File: src/rtl/datapath_fsm.sv
// Instruction-register controller for a small register-file/ALU datapath.
// One instruction is decoded per start; every control output is a Moore function of state and IR.
module datapath_fsm (
    input  logic        clk,
    input  logic        rst_n,
    input  logic        s,
    input  logic        load,
    input  logic [15:0] in,
    output logic        w,
    output logic [2:0]  readnum,
    output logic [2:0]  writenum,
    output logic        write,
    output logic [1:0]  vsel,
    output logic        loada,
    output logic        loadb,
    output logic        loadc,
    output logic        loads,
    output logic        asel,
    output logic        bsel,
    output logic [1:0]  ALUop,
    output logic [1:0]  shift,
    output logic [15:0] sximm8,
    output logic        illegal
);

    typedef enum logic [2:0] {
        S_WAIT   = 3'd0,
        S_DECODE = 3'd1,
        S_GET_A  = 3'd2,
        S_GET_B  = 3'd3,
        S_EXEC   = 3'd4,
        S_WRITE  = 3'd5,
        S_WIMM   = 3'd6
    } state_t;

    typedef enum logic [2:0] {
        I_MOVI = 3'd0,
        I_MOVR = 3'd1,
        I_ADD  = 3'd2,
        I_CMP  = 3'd3,
        I_AND  = 3'd4,
        I_MVN  = 3'd5,
        I_ILL  = 3'd6
    } instr_t;

    state_t      state_q, state_d;
    logic [15:0] ir_q, ir_d;
    instr_t      instr;

    logic [2:0] opcode;
    logic [1:0] op;
    logic [2:0] rn;
    logic [2:0] rd;
    logic [1:0] sh;
    logic [2:0] rm;

    assign opcode = ir_q[15:13];
    assign op     = ir_q[12:11];
    assign rn     = ir_q[10:8];
    assign rd     = ir_q[7:5];
    assign sh     = ir_q[4:3];
    assign rm     = ir_q[2:0];

    assign sximm8 = {{8{ir_q[7]}}, ir_q[7:0]};

    // Start handshake: s is the request, w the ready; a start is taken on an edge where both are 1.
    // The IR only listens while idle, so a busy instruction can never be corrupted.
    always_comb begin
        ir_d = ir_q;
        if (state_q == S_WAIT && load) begin
            ir_d = in;
        end
    end

    always_comb begin
        instr = I_ILL;
        if (opcode == 3'b110) begin
            if (op == 2'b10) begin
                instr = I_MOVI;
            end else if (op == 2'b00) begin
                instr = I_MOVR;
            end
        end else if (opcode == 3'b101) begin
            case (op)
                2'b00:   instr = I_ADD;
                2'b01:   instr = I_CMP;
                2'b10:   instr = I_AND;
                default: instr = I_MVN;
            endcase
        end
    end

    always_ff @(posedge clk or negedge rst_n) begin
        if (!rst_n) begin
            state_q <= S_WAIT;
            ir_q    <= 16'h0000;
        end else begin
            state_q <= state_d;
            ir_q    <= ir_d;
        end
    end

    always_comb begin
        state_d = state_q;
        case (state_q)
            S_WAIT: begin
                if (s) begin
                    state_d = S_DECODE;
                end
            end
            S_DECODE: begin
                case (instr)
                    I_MOVI:               state_d = S_WIMM;
                    I_MOVR, I_MVN:        state_d = S_GET_B;
                    I_ADD, I_CMP, I_AND:  state_d = S_GET_A;
                    default:              state_d = S_WAIT;
                endcase
            end
            S_GET_A: state_d = S_GET_B;
            S_GET_B: state_d = S_EXEC;
            S_EXEC: begin
                if (instr == I_CMP) begin
                    state_d = S_WAIT;
                end else begin
                    state_d = S_WRITE;
                end
            end
            S_WRITE: state_d = S_WAIT;
            S_WIMM:  state_d = S_WAIT;
            default: state_d = S_WAIT;
        endcase
    end

    always_comb begin
        w        = 1'b0;
        readnum  = 3'd0;
        writenum = 3'd0;
        write    = 1'b0;
        vsel     = 2'b00;
        loada    = 1'b0;
        loadb    = 1'b0;
        loadc    = 1'b0;
        loads    = 1'b0;
        asel     = 1'b0;
        bsel     = 1'b0;
        ALUop    = 2'b00;
        shift    = 2'b00;
        illegal  = 1'b0;
        case (state_q)
            S_WAIT: begin
                w = 1'b1;
            end
            S_DECODE: begin
                illegal = (instr == I_ILL);
            end
            S_GET_A: begin
                readnum = rn;
                loada   = 1'b1;
            end
            S_GET_B: begin
                readnum = rm;
                loadb   = 1'b1;
            end
            S_EXEC: begin
                shift = sh;
                loadc = (instr != I_CMP);
                loads = (instr != I_MOVR);
                // MOV-reg passes B through the adder with A forced to zero.
                if (instr == I_MOVR) begin
                    ALUop = 2'b00;
                    asel  = 1'b1;
                end else begin
                    ALUop = op;
                end
            end
            S_WRITE: begin
                writenum = rd;
                write    = 1'b1;
                vsel     = 2'b00;
            end
            S_WIMM: begin
                writenum = rn;
                write    = 1'b1;
                vsel     = 2'b01;
            end
            default: begin
                w = 1'b0;
            end
        endcase
    end

endmodule

File: config.mk
export PLATFORM = sky130hd
export DESIGN_NAME = datapath_fsm
export DESIGN_NICKNAME = d
export VERILOG_FILES = /design/src/rtl/datapath_fsm.sv
export SDC_FILE = /design/constraint.sdc
export NUM_CORES = 1
export LEC_CHECK = 0
export CORE_MARGIN = 2
export CORE_UTILIZATION = 40
export CTS_BUF_LIST = sky130_fd_sc_hd__clkbuf_4
export DETAILED_ROUTE_END_ITERATION = 10
export MAX_ROUTING_LAYER = met4
export PLACE_DENSITY_LB_ADDON = 0.3
export REMOVE_ABC_BUFFERS = 1
export SYNTH_ARGS = -nofsm -noshare
export SYNTH_HDL_FRONTEND = slang
export SYNTH_SLANG_ARGS = --single-unit
File: constraint.sdc
create_clock -name clk -period 4 [get_ports clk]
set_input_delay 0.8 -clock clk [delete_from_list [all_inputs] [get_ports clk]]
set_output_delay 0.8 -clock clk [all_outputs]
set_load 0.1 [all_outputs]
==> metrics.md <==
| Metric | Value |
|---|---|
| Arr. time, crit path | ~2.2 ns |
| Mapped Area | 1210 sq um |
| Commonest non-fill, non-tap cell in the layout | clkdlybuf4s50_1 |
| Startpoint types | register |
| PostCTS Resize Cnt | 0 |
| Max frequency | about 330 MHz |
| Synthesized area per cell | 11.41 sq um |
| Area added between synthesis and finish | 31.23% |
| Antenna cells | 0 |
| RSZ-0062 raised after global routing | no |
| Max-Cap Viols | 0 |
| DR vias | approximately 860 |
| Post-route ant nets | 0 |
| Clock tree buffer depth | 2 |
| Fraction of registers with async set/reset | 100.0% |
| Routability-driven placement congestion ratio | roughly 0.71 |
| Worst setup slack after layout | just under 1 ns |
| Worst path cell trace | nor3_4 -> clkdlybuf4s50_1 |
| Rows | 19 |
| Antenna violations before repair | 0 |
| Final Skew | slightly above 0.009 ns |
| Drt drc | 0 |
| Clock sinks | 19 |
| Horiz. Die Dim | 59.00 um |
| Count of pins over their slew limit | 0 |
| CP max stage cell | clkdlybuf4s50_1 |
| Sequential element share of the synthesized area | roughly 39% |
| Most frequent cells in the layout | clkdlybuf4s50_1 (36), dfrtp_1 (19), buf_4 (18), mux2_4 (10) |
| Largest net degree at the start of global routing | 20 |
| Final Critical Period | 3.026 ns |
| Die Span Y | between 50 and 60 um |
| 1st-iter DRT viols | 9 |
| Unique masters post-synth | 33 |
| Core Region | ~2800 sq um |
| Initial Util | a little over two fifths |
| Final hold viol count | 0 |
| Clock root cell | clkbuf_4 |
| Tcrit/Tclk final | between 70% and 80% |
| Number of flops mapped to enable cells by yosys | 0 |
| Setup Buffers After CTS | 0 |
| Pre-CTS setup slack | approximately 1.3 ns |
| Clock Latency Late Sink | 0.29 ns |
| Vias in the first global route | 847 |
| Setup Viol. Count Final | 0 |
| Worst Hold Class | register to register |
| GRT Overall Usage | ~15% |
| Drt total wl | ~2400 um |
| Worst-margin pin slew | ~0.98 ns |
| Total CTS buffers | 3 |
| Hold-fix buffers, CTS | 0 |
| Warnings from Yosys | 0 |
| # nets final | between 150 and 200 |
| Crit path kind | register to output port |
| Vias/cell | slightly below 5 |
| Drt pass-1 iters | 4 |
| Cells after Synth | 106 |
| Detailed Place HPWL | roughly 1800 um |
| GR Overflow Total | 0 |
| Share of layout cells above drive strength 1 | 29.58% |
| Top Ports | 57 |
| Final Core Density | roughly 57% |
| Slowest Stage Delay on Critical Path | between 1 and 1.5 ns |
| Slew headroom | between 30% and 40% |
| Status | finished clean |
| Clk slew on worst S/H paths | around 0.10 ns |
| Ys flop type | dfrtp_1 |
| R2r setup slk | roughly 2.4 ns |
| First-pass GRT wire length | between 3000 and 4000 um |
| Synthesized flop and latch total | 19 |
| Worst EP required | about 3.2 ns |
| WL per Instance | 14.01 um |
| TritonCTS clock tree | done |
| CP Capture Type | output port |
| Hold Slack | 0.5447 ns |
| CP max FO | 14 |
| H-tree Lvls | 1 |
| Port bufs | 54 |
| Die ar. | between 3000 and 4000 sq um |
synthesized netlist by cell type, types with 2 or more instances:
cell	instances	area [sq um]
nand2b_1	3	18.77
buf_4	18	135.1
nor2b_1	7	43.79
mux2_4	10	150.1
mux2i_1	3	30.03
mux2_2	6	67.56
a22oi_1	3	22.52
dfrtp_1	19	475.5
nor2_1	7	26.28
and2_1	6	37.54
nor3b_1	2	15.01
routing by layer:
layer,up-vias,global-route usage (%),part of all wire (%)
li1,418,-,-
met1,409,20.56,44
met2,27,23.49,49
met3,2,1.965,5.5
met4,0,6.818,1.1
met5,-,-,0
logic make-up (layout without fill, tap and decap cells):
family	Yosys count	in the layout	share of synthesized area (%)
and+or+nand+nor	31	31	16.13
AOI/OAI and AO/OA	12	12	7.756
buffers and inverters	24	59	16.03
muxes	19	19	20.48
DFF	19	19	39.30
other	1	2	0.3099
layout make-up:
class	instances	area, sq um
fill	276	1217
tap	31	38.79
inverter	1	3.754
clock buffer	4	30.03
timing repair buffer	54	495.5
sequential	19	475.5
multi-input combinational	64	544.3
sequential cells by signal (all words and copies together) (netlist names):
name	cells
ir_q	16
state_q	3
path summary, 6_finish.rpt:
kind / from / end / depth (start not counted)
worst max register to register: state_q[0]$_DFFE_PN0P_ / ir_q[11]$_DFFE_PN0P_ / 3
min in group asynchronous: rst_n / ir_q[2]$_DFFE_PN0P_ / 1
worst min-delay path: ir_q[4]$_DFFE_PN0P_ / ir_q[4]$_DFFE_PN0P_ / 1
max in group asynchronous: rst_n / ir_q[14]$_DFFE_PN0P_ / 1
worst max-delay path: state_q[0]$_DFFE_PN0P_ / w / 2
worst min register to register: ir_q[4]$_DFFE_PN0P_ / ir_q[4]$_DFFE_PN0P_ / 1
worst max-delay path, delay by kind of cell, from the launching register on:
family / cells / cell delay (ns)
buf+inv: 1 / 1.16
flops: 1 / 0.58
simple gates: 1 / 0.20
stage by stage:
stage | std cells | instance area [sq um] | setup TNS (ns)
4_1_cts | 173 | 1588 | 0
3_3_place_gp | 169 | 1558 | 0
2_1_floorplan | 84 | 1023 | -29.17
3_5_place_dp | 169 | 1558 | 0
5_1_grt | 173 | 1588 | 0
6_report | 173 | 1588 | 0
Power is not shown: default switching activity piles up to over one toggle a cycle in this logic, so the estimate is an artifact.
